File: config.mk
export PLATFORM = sky130hd
export DESIGN_NAME = regfile_port_arbiter
export DESIGN_NICKNAME = d
export VERILOG_FILES = /design/src/rtl/regfile_port_arbiter.sv
export SDC_FILE = /design/constraint.sdc
export NUM_CORES = 1
export LEC_CHECK = 0
export ABC_AREA = 1
export BUFFER_PORTS_ARGS = -buffer_cell sky130_fd_sc_hd__buf_2
export CAP_MARGIN = 20
export CELL_PAD_IN_SITES_DETAIL_PLACEMENT = 1
export CELL_PAD_IN_SITES_GLOBAL_PLACEMENT = 1
export CORE_AREA = 2 2 186 188
export DETAILED_ROUTE_END_ITERATION = 16
export DIE_AREA = 0 0 188 190
export GPL_TIMING_DRIVEN = 0
export PLACE_DENSITY_LB_ADDON = 0.15
export SLEW_MARGIN = 20
export SYNTH_ARGS = -nofsm -noshare
export SYNTH_HDL_FRONTEND = slang
export SYNTH_SLANG_ARGS = --single-unit
File: constraint.sdc
create_clock -name CLK -period 4.7 [get_ports CLK]
set_input_delay 0.94 -clock CLK [delete_from_list [all_inputs] [get_ports CLK]]
set_output_delay 0.94 -clock CLK [all_outputs]
set_load 0.005 [all_outputs]
File: src/rtl/regfile_port_arbiter.sv
// regfile_port_arbiter: round-robin arbiter sharing one 2R1W register-file port among NUM_CH channels
// with x0 protection and a registered read-return stage.
module regfile_port_arbiter #(
    parameter int NUM_CH = 6,
    parameter int XLEN   = 32,
    parameter int AW     = 5
) (
    input  logic                   CLK,
    input  logic                   RST_N,
    input  logic [NUM_CH-1:0]      i_REQ,
    input  logic [NUM_CH-1:0]      i_WE,
    input  logic [NUM_CH*AW-1:0]   i_RD,
    input  logic [NUM_CH*AW-1:0]   i_RS1,
    input  logic [NUM_CH*AW-1:0]   i_RS2,
    input  logic [NUM_CH*XLEN-1:0] i_REG_IN,
    output logic [NUM_CH-1:0]      o_GNT,
    output logic [NUM_CH-1:0]      o_RVALID,
    output logic [XLEN-1:0]        o_REG_OUT1,
    output logic [XLEN-1:0]        o_REG_OUT2,
    output logic [AW-1:0]          o_X_RD,
    output logic [AW-1:0]          o_X_RS1,
    output logic [AW-1:0]          o_X_RS2,
    output logic                   o_X_WE,
    output logic [XLEN-1:0]        o_X_REG_IN,
    input  logic [XLEN-1:0]        i_X_REG_OUT1,
    input  logic [XLEN-1:0]        i_X_REG_OUT2
);
    localparam int PW = $clog2(NUM_CH);

    logic [PW-1:0]     ptr_q, ptr_d, gidx;
    logic              gvld;
    logic [NUM_CH-1:0] rvalid_q;
    logic [XLEN-1:0]   out1_q, out2_q, out1_d, out2_d;

    // First requester at or after ptr_q, wrapping modulo NUM_CH
    always_comb begin : arb
        int idx;
        idx  = 0;
        gvld = 1'b0;
        gidx = '0;
        for (int i = 0; i < NUM_CH; i++) begin
            idx = int'(ptr_q) + i;
            if (idx >= NUM_CH) idx = idx - NUM_CH;
            if (!gvld && i_REQ[PW'(idx)]) begin
                gvld = 1'b1;
                gidx = PW'(idx);
            end
        end
    end

    always_comb begin
        o_GNT      = gvld ? (NUM_CH'(1) << gidx) : '0;
        o_X_RD     = gvld ? i_RD[gidx*AW +: AW] : '0;
        o_X_RS1    = gvld ? i_RS1[gidx*AW +: AW] : '0;
        o_X_RS2    = gvld ? i_RS2[gidx*AW +: AW] : '0;
        o_X_REG_IN = gvld ? i_REG_IN[gidx*XLEN +: XLEN] : '0;
        o_X_WE     = gvld && i_WE[gidx] && (o_X_RD != '0);
        out1_d     = (o_X_RS1 == '0) ? '0 : i_X_REG_OUT1;
        out2_d     = (o_X_RS2 == '0) ? '0 : i_X_REG_OUT2;
        ptr_d      = !gvld ? ptr_q : (gidx == PW'(NUM_CH - 1)) ? '0 : gidx + 1'b1;
    end

    always_ff @(posedge CLK or negedge RST_N) begin
        if (!RST_N) begin
            ptr_q    <= '0;
            rvalid_q <= '0;
            out1_q   <= '0;
            out2_q   <= '0;
        end else begin
            ptr_q    <= ptr_d;
            rvalid_q <= o_GNT;
            if (gvld) begin
                out1_q <= out1_d;
                out2_q <= out2_d;
            end
        end
    end

    assign o_RVALID   = rvalid_q;
    assign o_REG_OUT1 = out1_q;
    assign o_REG_OUT2 = out2_q;
endmodule

==> flow_metrics.env <==
export IMPL_track_usage_pct=20.8
export IMPL_cts_sinks=73
export IMPL_synth_cell_type_count=40
export IMPL_clk_pin_slew_worst_paths_ns=0.06
export IMPL_synth_warnings=0
export IMPL_netlist_top_cells_count="nand2_1 (441), inv_1 (82), dfrtp_1 (73)"
export IMPL_seqCellArea_mm2=0.00183
export IMPL_min_path_type="register to register"
export IMPL_drt_iter0_drc=325
export IMPL_row_count=68
export IMPL_clock_root_buffer="clkbuf_16"
export IMPL_start_util_pct=18.2
export IMPL_routabilityCongestion=0.861
export IMPL_clock_skew_ns=0.00820
export IMPL_grt_pass1_vias=9355
export IMPL_synth_area_leader_cell="dfrtp_1"
export IMPL_arrival_ns=3.67
export IMPL_ys_ff_latch=73
export IMPL_max_stage_delay_ns=0.41
export IMPL_rsz0062_at_grt="yes"
export IMPL_holdBufCountCts=0
export IMPL_fin_crit_ns=4.61
export IMPL_slowest_stage="dfrtp_2"
export IMPL_area_growth_pct=81.9
export IMPL_layout_drive_gt1_share_pct=49.0
export IMPL_synthMostInstantiatedCell="nand2_1"
export IMPL_final_nets=1910
export IMPL_r2r_setup_slack_ns=0.90
export IMPL_synthCells=987
export IMPL_ioPinCount=484
export IMPL_clockBufferDepth=2
export IMPL_core_area_mm2=0.0339
export IMPL_postRouteAntennaNets=0
export IMPL_setup_viol=0
export IMPL_worstSetupPathType="register to output pin"
export IMPL_cts_tree="built"
export IMPL_end_kind="output pin"
export IMPL_startpoint_type="register"
export IMPL_report_final_slew_viol_count=0
export IMPL_clk_latency_ns=0.34
export IMPL_cts_inserted_buffers=9
export IMPL_cp_max_fo=6
export IMPL_vias_per_cell=4.43
export IMPL_cp_common_cell="nand2_2"
export IMPL_grt_antenna_before_repair=10
export IMPL_required_ns=3.76
export IMPL_synth_area_leaders="dfrtp_1 (30%), nand2_1 (27%), inv_1 (5.0%), nand3_1 (4.9%), o221ai_1 (4.0%)"
export IMPL_fin_cells=2007
export IMPL_outcome="finished, final reports clean"
export IMPL_layout_worst_path_cycle_share_pct=98.0
export IMPL_wirelength_mm=38.9
export IMPL_maxSlewHeadroom_pct=60.1
export IMPL_multi_input_comb_area_mm2=0.00437
export IMPL_grt_pass1_wl_mm=56.3
export IMPL_synth_edff_count=0
export IMPL_vias=8899
export IMPL_synthFlopType="dfrtp_1"
export IMPL_dieArea_mm2=0.0357
export IMPL_max_cap_violations=0
export IMPL_dieWidth_um=188
export IMPL_fmax_mhz=217
export IMPL_grt_overflow=0
export IMPL_port_buffers=483
export IMPL_fillers=4352
export IMPL_wl_per_cell_um=19.4
export IMPL_synth_nets=1356
export IMPL_die_h_um=190
export IMPL_avgSynthCellArea_um2=6.27
export IMPL_drc=0
export IMPL_yosysSeqAreaShare_pct=29.5
export IMPL_timing_final_hold_violations=0
export IMPL_htreeDepth=3
export IMPL_dr_pass1_iters=5
export IMPL_dp_cells=1926
export IMPL_crit_chain="buf_8 > inv_8 > ha_4 > inv_8 > or2_1 > nand2_2 > nand3_2 > nand2_2 > nand2_1 > nand3_2 > nand2_2 > nor2_4 > buf_6 > nand4_4 > nand2_8 > buf_12 > clkbuf_16 > clkbuf_16 > nor2_1 > o21ai_2 > o2111ai_4 > nand3_1 > buf_2"
export IMPL_dp_hpwl_mm=31.6
export IMPL_syn_area_mm2=0.00619
export IMPL_yosysTopAreaCellShare_pct=29.5
export IMPL_tightest_slew_ns=0.592
export IMPL_grt_max_degree=39
export IMPL_ys_async_sr_fraction_pct=100
critical path: cells and delay by family, from the launching register on:
kind	cells	cell delay, ns
DFF	1	0.41
buffers and inverters	8	0.87
AOI/OAI and AO/OA	2	0.40
and+or+nand+nor	12	1.31
adders and majority gates	1	0.30
sequential cells by signal (all words and copies together) (netlist names):
register    cells
o_REG_OUT1     32
o_REG_OUT2     32
o_RVALID        6
ptr_q           3
per-layer routing:
layer  vias up  share of wire, %  GRT usage, %
met5         -             0.062             0
met4         4               2.1          5.84
met3        42               5.0          3.93
met2       259                56          40.7
met1      4254                37          22.5
li1       4340                 -             -
cell usage in the layout (no fill, tap or decap), drive strengths merged, types with 18 or more instances in the layout:
cell type	synthesis	layout
o221ai	28	28
nand3b	18	18
buf	41	588
nand3	64	64
o21ai	61	61
inv	94	93
o22ai	30	30
clkbuf	19	25
nand2	447	447
dfrtp	73	73
a22oi	28	28
nor2	48	48
kinds of logic (layout without fill, tap and decap cells):
logic type,count (synthesis),in the layout,synth area share (%)
other,0,6,0
buffers and inverters,155,714,11.4
AND/OR/NAND/NOR,591,591,40.3
XOR/XNOR,3,3,0.425
flip-flops,73,73,29.5
AO/OA/AOI/OAI,156,156,16.5
adder cells (fa/ha/maj),9,9,1.82
path summary, 6_finish.rpt:
| kind | cells past startpoint | endpoint | from |
|---|---|---|---|
| worst max-delay path | 23 | o_X_REG_IN[1] | ptr_q[0] |
| worst min-delay path | 2 | o_REG_OUT1[5] | o_REG_OUT1[5] |
| worst max register to register | 27 | o_REG_OUT1[20] | ptr_q[0] |
| worst min register to register | 2 | o_REG_OUT1[5] | o_REG_OUT1[5] |
| max in group asynchronous | 2 | ptr_q[2] | RST_N |
| min in group asynchronous | 1 | o_REG_OUT1[8] | RST_N |
layout make-up:
| cell class | instances | share of cell area, % |
|---|---|---|
| multi-input cells | 759 | 38.8 |
| repair buffers | 548 | 27.5 |
| flip-flops and latches | 73 | 16.3 |
| plain buffers | 55 | 5.69 |
| well taps | 455 | 5.06 |
| inverters | 95 | 3.68 |
| clock buffers | 10 | 2.03 |
| clock inverters | 6 | 0.823 |
| diodes | 6 | 0.133 |
repair_timing:
| action | CTS | global route |
|---|---|---|
| resized for setup | 158 | 144 |
| pin swaps | 20 | 59 |
| endpoints found under the setup margin | 54 | 45 |
| cloned | 0 | 6 |
| buffers inserted | 22 | 36 |
per-stage QoR:
step           setup TNS (ns)  worst slack, ns  instance area, µm²  hold slack [ns]  utilization, %
2_1_floorplan               0            0.507                6190            0.472               -
3_3_place_gp           -38.18            -1.16                9170            0.458            27.0
3_5_place_dp           -22.56           -0.944                9210            0.461            27.1
4_1_cts                -0.108          -0.0484               10300            0.477            30.2
5_1_grt                -0.529          -0.0562               11200            0.501            33.1
6_report                    0           0.0933               11300            0.470            33.1
Power is not shown: default switching activity piles up to over one toggle a cycle in this logic, so the estimate is an artifact.
